<file path="config.mk">
export PLATFORM = sky130hd
export DESIGN_NAME = alu_result_stage
export DESIGN_NICKNAME = d
export VERILOG_FILES = /design/src/rtl/alu_pkg.sv /design/src/rtl/alu_skid_fifo2.sv /design/src/rtl/alu_result_stage.sv
export SDC_FILE = /design/constraint.sdc
export NUM_CORES = 1
export LEC_CHECK = 0
export ABC_AREA = 1
export BUFFER_PORTS_ARGS = -buffer_cell sky130_fd_sc_hd__buf_2
export CORE_AREA = 8 8 82 84
export CTS_BUF_LIST = sky130_fd_sc_hd__clkbuf_8
export DETAILED_ROUTE_END_ITERATION = 7
export DIE_AREA = 0 0 90 92
export GPL_TIMING_DRIVEN = 1
export PLACE_DENSITY = 0.76
export REMOVE_ABC_BUFFERS = 1
export SETUP_SLACK_MARGIN = 0.4
export SLEW_MARGIN = 20
export SYNTH_ARGS = -nofsm -noshare
export SYNTH_HDL_FRONTEND = slang
export SYNTH_SLANG_ARGS = --single-unit
</file>
<file path="constraint.sdc">
create_clock -name clk -period 2.22 [get_ports clk]
set_input_delay 0.222 -clock clk [delete_from_list [all_inputs] [get_ports clk]]
set_output_delay 0.222 -clock clk [all_outputs]
set_load 0.05 [all_outputs]
</file>
<file path="src/rtl/alu_pkg.sv">
// Shared opcode constants, counter width and buffered entry layout for the
// ALU result stage.
package alu_pkg;

   localparam logic [2:0] OP_ADD   = 3'b000;
   localparam logic [2:0] OP_SUB   = 3'b001;
   localparam logic [2:0] OP_LOGIC = 3'b010;
   localparam logic [2:0] OP_MUL   = 3'b011;

   localparam int CNT_W_DEF = 8;

   typedef struct packed {
      logic [7:0] res;
      logic       zero;
      logic       carry;
      logic       err;
   } entry_t;

   // zero flag is derived here so every producer computes it the same way
   function automatic entry_t make_entry(
      input logic [7:0] res,
      input logic       carry,
      input logic       err
   );
      entry_t e;
      e.res   = res;
      e.zero  = (res == 8'h00);
      e.carry = carry;
      e.err   = err;
      return e;
   endfunction

endpackage

</file>
<file path="src/rtl/alu_skid_fifo2.sv">
// Two-entry valid/ready buffer of entry_t. All outputs come straight from
// registers, so push_ready never depends combinationally on pop_ready.
module alu_skid_fifo2
   import alu_pkg::*;
#(
   parameter int DEPTH = 2
)(
   input  logic   clk,
   input  logic   rst,
   input  logic   push_valid,
   output logic   push_ready,
   input  entry_t push_data,
   output logic   pop_valid,
   input  logic   pop_ready,
   output entry_t pop_data
);

   localparam logic [1:0] FULL_CNT = 2'(DEPTH);

   entry_t     mem_r [2];
   logic       wr_ptr_r;
   logic       rd_ptr_r;
   logic [1:0] count_r;
   logic       push_ready_r;
   logic       pop_valid_r;
   entry_t     head_r;

   logic       push_s;
   logic       pop_s;
   logic       wr_ptr_s;
   logic       rd_ptr_s;
   logic [1:0] count_s;
   entry_t     head_s;

   assign push_s = push_valid && push_ready_r;
   assign pop_s  = pop_valid_r && pop_ready;

   // next pointers, occupancy and the head entry as it will look after this edge
   always_comb begin
      wr_ptr_s = wr_ptr_r;
      rd_ptr_s = rd_ptr_r;
      count_s  = count_r;
      head_s   = '0;
      if (push_s) begin
         wr_ptr_s = wr_ptr_r ^ 1'b1;
      end else begin
         wr_ptr_s = wr_ptr_r;
      end
      if (pop_s) begin
         rd_ptr_s = rd_ptr_r ^ 1'b1;
      end else begin
         rd_ptr_s = rd_ptr_r;
      end
      case ({push_s, pop_s})
         2'b10:   count_s = count_r + 2'd1;
         2'b01:   count_s = count_r - 2'd1;
         default: count_s = count_r;
      endcase
      // a write landing on the new read slot bypasses the storage array
      if (count_s == 2'd0) begin
         head_s = '0;
      end else if (push_s && (wr_ptr_r == rd_ptr_s)) begin
         head_s = push_data;
      end else begin
         head_s = mem_r[rd_ptr_s];
      end
   end

   // storage, pointers and registered handshake/data outputs
   always_ff @(posedge clk) begin
      if (rst) begin
         mem_r[0]     <= '0;
         mem_r[1]     <= '0;
         wr_ptr_r     <= 1'b0;
         rd_ptr_r     <= 1'b0;
         count_r      <= 2'd0;
         push_ready_r <= 1'b1;
         pop_valid_r  <= 1'b0;
         head_r       <= '0;
      end else begin
         if (push_s) begin
            mem_r[wr_ptr_r] <= push_data;
         end
         wr_ptr_r     <= wr_ptr_s;
         rd_ptr_r     <= rd_ptr_s;
         count_r      <= count_s;
         push_ready_r <= (count_s != FULL_CNT);
         pop_valid_r  <= (count_s != 2'd0);
         head_r       <= head_s;
      end
   end

   assign push_ready = push_ready_r;
   assign pop_valid  = pop_valid_r;
   assign pop_data   = head_r;

endmodule

</file>
<file path="src/rtl/alu_result_stage.sv">
// Result stage for the ALU lines: opcode select, push-time flags, a 2-entry
// skid buffer and debug counters (wrapping op count, saturating error count).
module alu_result_stage
   import alu_pkg::*;
#(
   parameter int DEPTH = 2,
   parameter int CNT_W = CNT_W_DEF
)(
   input  logic             clk,
   input  logic             rst,
   input  logic             in_valid,
   output logic             in_ready,
   input  logic [2:0]       opcode,
   input  logic [7:0]       arith_result,
   input  logic [7:0]       logic_result,
   input  logic [7:0]       mul_result,
   output logic             out_valid,
   input  logic             out_ready,
   output logic [7:0]       result,
   output logic             flag_zero,
   output logic             flag_carry,
   output logic             flag_err,
   output logic [CNT_W-1:0] op_count,
   output logic [CNT_W-1:0] err_count
);

   entry_t           push_entry_s;
   entry_t           head_s;
   logic             push_ready_s;
   logic             pop_valid_s;
   logic [7:0]       sel_s;
   logic             carry_s;
   logic             err_s;
   logic [CNT_W-1:0] op_count_r;
   logic [CNT_W-1:0] err_count_r;

   // carry is bit 4 of the add/sub result; illegal opcodes force a zero result
   always_comb begin
      sel_s   = 8'h00;
      carry_s = 1'b0;
      err_s   = 1'b0;
      case (opcode)
         OP_ADD, OP_SUB: begin
            sel_s   = arith_result;
            carry_s = arith_result[4];
         end
         OP_LOGIC: sel_s = logic_result;
         OP_MUL:   sel_s = mul_result;
         default: begin
            sel_s = 8'h00;
            err_s = 1'b1;
         end
      endcase
      push_entry_s = make_entry(sel_s, carry_s, err_s);
   end

   alu_skid_fifo2 #(
      .DEPTH (DEPTH)
   ) u_fifo (
      .clk        (clk),
      .rst        (rst),
      .push_valid (in_valid),
      .push_ready (push_ready_s),
      .push_data  (push_entry_s),
      .pop_valid  (pop_valid_s),
      .pop_ready  (out_ready),
      .pop_data   (head_s)
   );

   // debug counters
   always_ff @(posedge clk) begin
      if (rst) begin
         op_count_r  <= {CNT_W{1'b0}};
         err_count_r <= {CNT_W{1'b0}};
      end else begin
         if (pop_valid_s && out_ready) begin
            op_count_r <= op_count_r + CNT_W'(1);
         end
         if (in_valid && push_ready_s && err_s && (err_count_r != {CNT_W{1'b1}})) begin
            err_count_r <= err_count_r + CNT_W'(1);
         end
      end
   end

   assign in_ready   = push_ready_s;
   assign out_valid  = pop_valid_s;
   assign result     = head_s.res;
   assign flag_zero  = head_s.zero;
   assign flag_carry = head_s.carry;
   assign flag_err   = head_s.err;
   assign op_count   = op_count_r;
   assign err_count  = err_count_r;

endmodule

</file>
==> results by group, run 1 <==
Outcome
  – Status: completed

Pwr
  – Internal power: 1780 uW
  – Psw: 1210 uW
  – Switching share of total power: 0.405
  – Share of power burned in registers: 0.427
  – Max IR drop VDD: 0.000581 V
  – Power share of the combinational group: 0.385
  – Total power: 2990 uW
  – Static leakage: 0.00161 uW
  – Clock power frac: 0.187
  – Total power per unit cell area: 947 mW/mm2

Hold path
  – Worst Hold Class: primary input to flip-flop
  – Hold Path Sink: err_count[7]$_SDFFE_PP0P_
  – Hold Crit Depth: 2
  – HP Start: rst

Clocking
  – CTS H-tree lvls: 2
  – Reg clk slew, reported paths: 0.10 ns
  – Clk sinks: 55
  – Clock insertion delay at the later pin of the skew report: 0.30 ns
  – CTS Buf Count: 5
  – CTS tree: done
  – Root Driver: clkbuf_8
  – CTS hold repair buffers: 0
  – CTS Buffer Depth: 2

Die
  – IO Pins: 60
  – Die Y: 92 um
  – Core box area: 0.00541 mm2
  – Chip width: 90 um
  – Rows: 27
  – DIE AREA: 0.00828 mm2
  – Starting density of the core: 0.493

Setup path
  – CP peak stage delay: 0.39 ns
  – Worst r2r src: u_fifo.pop_valid$_SDFF_PP0_
  – FF-to-FF path depth: 8
  – Worst setup EP type: flip-flop
  – CP top delay family: flip-flops
  – FF-to-FF setup slack: 0.57 ns
  – Slowest CP cell: dfxtp_1
  – Critical Path RT: 2.46 ns
  – CP Cell Sequence: nand2_4, buf_4, xor2_2, nand2_1, nand3_2, inv_2, o21ai_0, a21oi_1
  – Buf/Inv on CP: 2
  – Arrival @ worst endpoint: 1.89 ns
  – Crit Path Category: flip-flop to flip-flop
  – CP max FO: 9
  – Crit start category: flip-flop
  – Critical R2R Capture: u_fifo.pop_data[7]$_SDFF_PP0_

Route
  – Antenna Nets Post-Route: 0
  – Routed WL: 5930 um
  – Initial drt markers: 158
  – WL/cell: 12.1 um
  – Drt pass-1 iters: 4
  – Vias per cell: 4.79
  – DRC: 0
  – Vias: 2,358

Synth
  – EDFF count, synth: 22
  – Synth Instances: 353
  – Main synth FF type: dfxtp_1
  – Distinct cell type count after synthesis: 27
  – Synth Area per Inst: 7.55 um2
  – Asr flop ratio synth: 0
  – Seq/Total Area, Yosys: 0.496
  – Total number of yosys warnings: 0
  – Seq cells post-synth: 55
  – Top post-synthesis cells by area: dfxtp_1, edfxtp_1, nand2_1
  – Most common cell in the netlist: nand2_1
  – Synthesized cell area: 0.00266 mm2
  – Most frequent cells after synthesis: nand2_1, inv_1, nor2_1, dfxtp_1, edfxtp_1
  – Area leader, netlist: dfxtp_1
  – Yosys top cell area share: 0.248

GRT
  – Grt ovf: 0
  – First-pass GRT wire length: 10,200 um
  – Antenna violations before repair: 0
  – Pin count of the biggest net entering global routing: 18
  – All-layer global routing usage: 0.146
  – Vias in the first global route: 2,340

Timing
  – Minimum clock period: 1.65 ns
  – Max Clock Skew: 0.00876 ns
  – Final setup viols: 0
  – Final worst setup slack: 0.573 ns
  – Period utilization: 0.742
  – Slew Viols, Final: 0
  – F_max: 607 MHz
  – Final hold viol count: 0
  – Worst hold margin: 0.178 ns
  – Setup TNS: 0 ns
  – Slew margin rel.: 0.592
  – Slew of the pin with the lowest slew margin: 0.612 ns
  – Unrepaired setup endpoints after global routing: yes

Cells and area
  – Ratio of cells with drive above 1 in the final layout: 0.221
  – Inserted Diodes: 0
  – Area delta synth->final: 18.6%
  – Final Net Count: 453

Flow run
  – Max_cap viols: 0

Placed design
  – DPL Wire Length: 4620 um
  – Placer Congestion: 0.917
  – Port bufs: 59
  – Place WS: 0.353 ns
-- layer usage --
metal | vias to the layer above | wire [um] | global-route usage
li1 | 1234 | - | -
met1 | 1041 | 2700 | 0.178
met2 | 77 | 2810 | 0.253
met3 | 6 | 332 | 0.0277
met4 | 0 | 90 | 0.0527
met5 | - | 0 | 0
-- through the flow --
| step | util | area [um2] | instances |
|---|---|---|---|
| finish | 0.585 | 3160 | 492 |
| global route | 0.585 | 3160 | 492 |
| CTS | 0.578 | 3130 | 489 |
| detailed placement | 0.560 | 3030 | 481 |
| global placement | 0.560 | 3030 | 481 |
| floorplan | - | 2620 | 347 |
-- state kept, by name, indices dropped and copies added (netlist names) --
register,flops
op_count,8
u_fifo.pop_valid,1
u_fifo.mem_r,22
u_fifo.pop_data,11
u_fifo.count_r,2
err_count,8
u_fifo.rd_ptr_r,1
u_fifo.wr_ptr_r,1
u_fifo.push_ready,1
-- final cells by class --
cell class / count / area [um2]
Fill cell: 514 / 2240
Sequential cell: 55 / 1320
Multi-Input combinational cell: 238 / 1110
Timing Repair Buffer: 65 / 340
Inverter: 54 / 203
Tap cell: 72 / 90.1
Clock buffer: 6 / 82.6
Clock inverter: 2 / 12.5
-- what timing repair did --
| action | CTS | global route |
|---|---|---|
| endpoints found under the setup margin | 22 | 33 |
| pin swaps | 0 | 2 |
| buffers inserted | 0 | 3 |
| gates resized for setup | 2 | 3 |
-- placed cells by master (no fill, tap or decap), drive strengths merged --
cell	instances
nand3	8
buf	65
or2	3
ha	3
a21oi	19
xor2	4
nor3	6
xnor2	2
dfxtp	33
edfxtp	22
clkinv	1
nand2	111
o21ai	16
nand4	10
clkbuf	6
nor2	55
nor3b	1
inv	55
-- worst max path at each step --
stage | start | slack (ns) | cells after the start | end
5_1_grt | u_fifo.push_ready$_SDFF_PP1_ | 0.39 | 6 | u_fifo.mem_r[0][8]$_SDFFCE_PN0P_
2_1_floorplan | u_fifo.push_ready$_SDFF_PP1_ | 0.23 | 6 | u_fifo.mem_r[0][0]$_SDFFCE_PN0P_
6_report | u_fifo.pop_valid$_SDFF_PP0_ | 0.57 | 8 | u_fifo.pop_data[7]$_SDFF_PP0_
4_1_cts | u_fifo.pop_valid$_SDFF_PP0_ | 0.47 | 11 | u_fifo.pop_data[3]$_SDFF_PP0_
3_3_place_gp | u_fifo.push_ready$_SDFF_PP1_ | 0.51 | 6 | u_fifo.mem_r[0][4]$_SDFFCE_PN0P_
3_5_place_dp | u_fifo.push_ready$_SDFF_PP1_ | 0.35 | 6 | u_fifo.mem_r[1][4]$_SDFFCE_PN0P_
-- kinds of logic (layout without fill, tap and decap cells) --
kind of cell / Yosys count / count (layout) / synth area share
xor+xnor: 6 / 6 / 0.0254
flops: 55 / 55 / 0.496
compound gates: 35 / 35 / 0.0672
fa+ha+maj: 3 / 3 / 0.0141
buf+inv: 60 / 127 / 0.0935
simple gates: 194 / 194 / 0.304
-- power by group through the flow --
stage | combinational (uW) | sequential [uW] | clock (uW)
4_1_cts | 1120 | 1280 | 580
3_3_place_gp | 1100 | 1300 | 0
3_5_place_dp | 1120 | 1300 | 0
2_1_floorplan | 462 | 1650 | 0
5_1_grt | 1280 | 1300 | 615
6_report | 1150 | 1280 | 561
Power figures use the tool's default switching activity.
==> run 2, diff against run 1 <==
Settings changed: PLACE_DENSITY 0.76 to 0.79.
Clock period 2.22 ns to 1.3 ns, I/O delays scaled along.
==> results by group, run 2 (synthesis gave the netlist of run 1 again) <==
Setup path
  – Arrival @ worst endpoint: 1.93 ns
  – FF-to-FF path depth: 7
  – CP max FO: 4
  – Worst setup EP type: flip-flop
  – CP peak stage delay: 0.38 ns
  – Crit start category: flip-flop
  – CP top delay family: flip-flops
  – Buf/Inv on CP: 2
  – CP Cell Sequence: nand2_4, buf_6, xor2_2, buf_4, or2_2, o21ai_0, a21oi_2
  – Worst r2r src: u_fifo.pop_valid$_SDFF_PP0_
  – Slowest CP cell: dfxtp_2
  – FF-to-FF setup slack: -0.42 ns
  – Crit Path Category: flip-flop to flip-flop
  – Critical R2R Capture: u_fifo.pop_data[0]$_SDFF_PP0_
  – Critical Path RT: 1.51 ns

Die
  – DIE AREA: 0.00828 mm2
  – Chip width: 90 um
  – Rows: 27
  – Die Y: 92 um
  – Starting density of the core: 0.493
  – Core box area: 0.00541 mm2
  – IO Pins: 60

Outcome
  – Status: finished with violations
  – Failing checks: negative setup slack

Clocking
  – CTS H-tree lvls: 2
  – CTS Buf Count: 5
  – Clock insertion delay at the later pin of the skew report: 0.33 ns
  – CTS hold repair buffers: 0
  – CTS tree: done
  – CTS Buffer Depth: 2
  – Reg clk slew, reported paths: 0.11 ns
  – Root Driver: clkbuf_8
  – Clk sinks: 55

Timing
  – Final setup viols: 58
  – Slew Viols, Final: 0
  – Unrepaired setup endpoints after global routing: yes
  – Final worst setup slack: -0.424 ns
  – Period utilization: 1.33
  – Slew of the pin with the lowest slew margin: 0.649 ns
  – Slew margin rel.: 0.563
  – F_max: 580 MHz
  – Minimum clock period: 1.72 ns
  – Max Clock Skew: 0.0205 ns
  – Final hold viol count: 0

GRT
  – All-layer global routing usage: 0.225
  – Vias in the first global route: 3,081
  – Grt ovf: 0
  – Antenna violations before repair: 0
  – First-pass GRT wire length: 15,100 um
  – Pin count of the biggest net entering global routing: 16

Hold path
  – Hold Path Sink: err_count[7]$_SDFFE_PP0P_
  – Hold Crit Depth: 3
  – Worst Hold Class: primary input to flip-flop
  – HP Start: rst

Pwr
  – Static leakage: 0.00226 uW
  – Total power: 7210 uW
  – Total power per unit cell area: 1480 mW/mm2
  – Max IR drop VDD: 0.000978 V

Route
  – Antenna Nets Post-Route: 0
  – Vias: 3,249
  – Routed WL: 12,600 um
  – WL/cell: 21.9 um
  – Vias per cell: 5.66
  – DRC: 0
  – Drt pass-1 iters: 5
  – Initial drt markers: 269

Cells and area
  – Area of the multi-input gates: 0.00162 mm2
  – Inserted Diodes: 0
  – Reg with most FFs: u_fifo.mem_r
  – Most frequent cells in the layout: nand2_1, buf_4, buf_6
  – Final Net Count: 535
  – Ratio of cells with drive above 1 in the final layout: 0.637
  – Final core utilization: 0.899
  – Commonest non-fill, non-tap cell in the layout: nand2_1
  – Largest register FFs: 22
  – Area delta synth->final: 82.4%
  – Fill count: 198
  – FF+latch area: 0.00138 mm2

Placed design
  – DPL Wire Length: 5010 um
  – Port bufs: 59
  – Placer Congestion: 0.831

Flow run
  – Max_cap viols: 0
-- run 2: cell count changes in the layout (fill, tap and decap cells not counted), moves of 14 or more --
cell,change
dfxtp_1,-30
nor2_1,-24
buf_2,-29
inv_1,-19
a21oi_1,-14
buf_8,+28
buf_6,+35
dfxtp_2,+21
nand2_2,+25
buf_4,+42
nand2_1,-30
nor2_4,+18
-- run 2: area by class of cell --
type,instances,area share
Clock inverter,1,0.000772
Clock buffer,7,0.0198
Inverter,54,0.0479
Timing Repair Buffer,146,0.293
Timing Repair inverter,1,0.00180
Multi-Input combinational cell,238,0.334
Tap cell,72,0.0185
Sequential cell,55,0.284
-- run 2: how the worst max path moves through the flow --
stage                                       from                                to  slack, ns  cells after the start
finish               u_fifo.pop_valid$_SDFF_PP0_     u_fifo.pop_data[0]$_SDFF_PP0_      -0.42                      7
global placement     u_fifo.pop_valid$_SDFF_PP0_     u_fifo.pop_data[7]$_SDFF_PP0_      -0.15                     11
CTS                  u_fifo.pop_valid$_SDFF_PP0_      u_fifo.push_ready$_SDFF_PP1_      -0.10                     10
global route         u_fifo.pop_valid$_SDFF_PP0_     u_fifo.pop_data[0]$_SDFF_PP0_      -0.50                      6
detailed placement   u_fifo.pop_valid$_SDFF_PP0_     u_fifo.pop_data[3]$_SDFF_PP0_      -0.20                     12
floorplan           u_fifo.push_ready$_SDFF_PP1_  u_fifo.mem_r[0][0]$_SDFFCE_PN0P_      -0.69                      6
-- run 2: routing by layer --
| metal | track usage | wire length, um | share of wire | vias to the layer above |
|---|---|---|---|---|
| li1 | - | - | - | 1396 |
| met1 | 0.240 | 4380 | 0.35 | 1512 |
| met2 | 0.401 | 6170 | 0.49 | 264 |
| met3 | 0.0481 | 1130 | 0.090 | 77 |
| met4 | 0.136 | 913 | 0.073 | 0 |
| met5 | 0 | 0 | 0 | - |
-- run 2: through the flow --
step	hold slack, ns	setup slack, ns	cell area (um2)	setup TNS [ns]	cells
floorplan	0.199	-0.685	2620	-30.98	347
global placement	0.456	-0.149	3390	-2.70	525
detailed placement	0.465	-0.205	3390	-4.56	525
CTS	0.156	-0.105	4290	-1.11	549
global route	0.193	-0.495	4860	-9.15	574
finish	0.191	-0.424	4860	-6.90	574
-- run 2: repair_timing --
action / in CTS / in global routing
endpoints found under the setup margin: 105 / 106
pin swaps: 29 / 30
resized for setup: 227 / 115
setup buffers: 16 / 24
gates cloned: 0 / 1
-- run 2: power breakdown --
| part | total, uW | switching [uW] | internal [uW] |
|---|---|---|---|
| sequential | 2350 | 247 | 2110 |
| clock | 1120 | 633 | 482 |
| combinational | 3750 | 2240 | 1500 |
-- run 2: worst min-delay path, delay by kind of cell --
family | cells | cell delay, ns
AO/OA/AOI/OAI | 1 | 0.04
buffers and inverters | 2 | 0.32
==> run 3, diff against run 2 <==
Settings changed: PLACE_DENSITY 0.79 to 0.76.
Clock period 1.3 ns to 1.7 ns, I/O delays scaled along.
==> results by group, run 3 (synthesis gave the netlist of run 1 again) <==
Outcome
  – Status: completed

Route
  – DRC: 0
  – Antenna Nets Post-Route: 0
  – Drt pass-1 iters: 5
  – Met3 wire len: 478 um
  – Vias per cell: 5.06
  – Max Used Layer: met4
  – Routed WL: 7950 um
  – Met1 WL: 3430 um
  – Met2 wire len: 3900 um
  – WL/cell: 15.1 um
  – Initial drt markers: 184
  – Vias: 2,661

Die
  – Core box area: 0.00541 mm2
  – DIE AREA: 0.00828 mm2
  – IO Pins: 60
  – Chip width: 90 um
  – Starting density of the core: 0.493
  – Die Y: 92 um
  – Rows: 27

Cells and area
  – Reg with most FFs: u_fifo.mem_r
  – Area delta synth->final: 40.9%
  – Fill count: 403
  – Ratio of cells with drive above 1 in the final layout: 0.414
  – Largest register FFs: 22
  – Most frequent cells in the layout: nand2_1, buf_2, inv_1
  – Non-filler cells, final: 526
  – Commonest non-fill, non-tap cell in the layout: nand2_1
  – Inserted Diodes: 0
  – Final Net Count: 487

Timing
  – Minimum clock period: 1.57 ns
  – Final setup viols: 0
  – Max Clock Skew: 0.00765 ns
  – Period utilization: 0.923
  – Slew of the pin with the lowest slew margin: 0.440 ns
  – Final hold viol count: 0
  – F_max: 638 MHz
  – Slew Viols, Final: 0
  – Setup TNS: 0 ns
  – Unrepaired setup endpoints after global routing: yes
  – Slew margin rel.: 0.706

Setup path
  – CP max FO: 4
  – Slowest CP cell: dfxtp_2
  – Arrival @ worst endpoint: 1.79 ns
  – CP peak stage delay: 0.35 ns
  – FF-to-FF path depth: 11
  – Crit start category: flip-flop
  – Crit Path Category: flip-flop to flip-flop
  – Critical R2R Capture: u_fifo.pop_valid$_SDFF_PP0_
  – Worst r2r src: u_fifo.pop_valid$_SDFF_PP0_
  – Worst setup EP type: flip-flop
  – FF-to-FF setup slack: 0.13 ns
  – Critical Path RT: 1.92 ns
  – CP Cell Sequence: nand2_4, inv_4, ha_4, nand2_1, inv_1, nor2_2, nand3_1, nand3_4, nand2_4, buf_4, buf_4

Placed design
  – DPL Wire Length: 4660 um
  – Port bufs: 59
  – Placer Congestion: 0.808
  – DP Cell Count: 489

Clocking
  – CTS H-tree lvls: 2
  – CTS tree: done
  – CTS Buf Count: 5
  – Clk sinks: 55
  – Clock insertion delay at the later pin of the skew report: 0.31 ns
  – Root Driver: clkbuf_8
  – CTS Buffer Depth: 2
  – CTS hold repair buffers: 0
  – Reg clk slew, reported paths: 0.10 ns

GRT
  – Pin count of the biggest net entering global routing: 16
  – Antenna violations before repair: 0
  – Grt ovf: 0
  – First-pass GRT wire length: 12,100 um
  – Vias in the first global route: 2,595
  – All-layer global routing usage: 0.174

Pwr
  – Total power per unit cell area: 1200 mW/mm2
  – Total power: 4510 uW
  – Max IR drop VDD: 0.000616 V
  – Static leakage: 0.00184 uW

Hold path
  – Hold Crit Depth: 2
  – Hold Path Sink: err_count[7]$_SDFFE_PP0P_
  – Worst Hold Class: primary input to flip-flop
  – HP Start: rst

Flow run
  – Max_cap viols: 0
[run 3: stage by stage]
step | area, um2 | util | hold slack (ns) | setup WS (ns)
CTS | 3490 | 0.646 | 0.144 | 0.259
floorplan | 2620 | - | 0.239 | -0.285
global placement | 3100 | 0.573 | 0.445 | 0.151
global route | 3750 | 0.694 | 0.144 | 0.0500
detailed placement | 3100 | 0.573 | 0.453 | 0.0407
finish | 3750 | 0.694 | 0.144 | 0.132
[run 3: final cells by class]
type | instances | area [um2] | share of cell area
Inverter | 54 | 213 | 0.0567
Multi-Input combinational cell | 238 | 1340 | 0.357
Tap cell | 72 | 90.1 | 0.0240
Sequential cell | 55 | 1340 | 0.357
Clock buffer | 5 | 68.8 | 0.0183
Clock inverter | 3 | 12.5 | 0.00333
Timing Repair Buffer | 99 | 689 | 0.184
[run 3: per-layer routing]
layer	up-vias	GRT usage
met5	-	0
met4	0	0.0541
met3	18	0.0350
met2	132	0.292
met1	1211	0.221
li1	1300	-
[run 3: what timing repair did]
action	in CTS	in global routing
gates cloned	2	0
setup endpoints to repair	57	58
pin swaps	11	13
buffers inserted	17	10
gates resized for setup	45	60
[run 3: worst max path at each step]
| stage | start | end | slack, ns | depth (start not counted) |
|---|---|---|---|---|
| after global routing | u_fifo.pop_valid$_SDFF_PP0_ | u_fifo.pop_data[0]$_SDFF_PP0_ | 0.05 | 12 |
| after detailed placement | u_fifo.pop_valid$_SDFF_PP0_ | u_fifo.pop_data[7]$_SDFF_PP0_ | 0.04 | 12 |
| final | u_fifo.pop_valid$_SDFF_PP0_ | u_fifo.pop_valid$_SDFF_PP0_ | 0.13 | 11 |
| after CTS | u_fifo.pop_valid$_SDFF_PP0_ | u_fifo.pop_data[1]$_SDFF_PP0_ | 0.26 | 8 |
| after floorplan | u_fifo.push_ready$_SDFF_PP1_ | u_fifo.mem_r[0][0]$_SDFFCE_PN0P_ | -0.29 | 6 |
| after global placement | u_fifo.pop_valid$_SDFF_PP0_ | u_fifo.pop_data[7]$_SDFF_PP0_ | 0.15 | 11 |
[run 3: worst max-delay path: cells and delay by family, from the launching register on]
kind          cells  cell delay (ns)
simple gates      6             0.62
flops             1             0.35
buf+inv           4             0.35
fa+ha+maj         1             0.15
[run 3: power by group]
part	internal, uW	switching (uW)
Combinational	731	1370
Clock	279	427
Sequential	1590	117
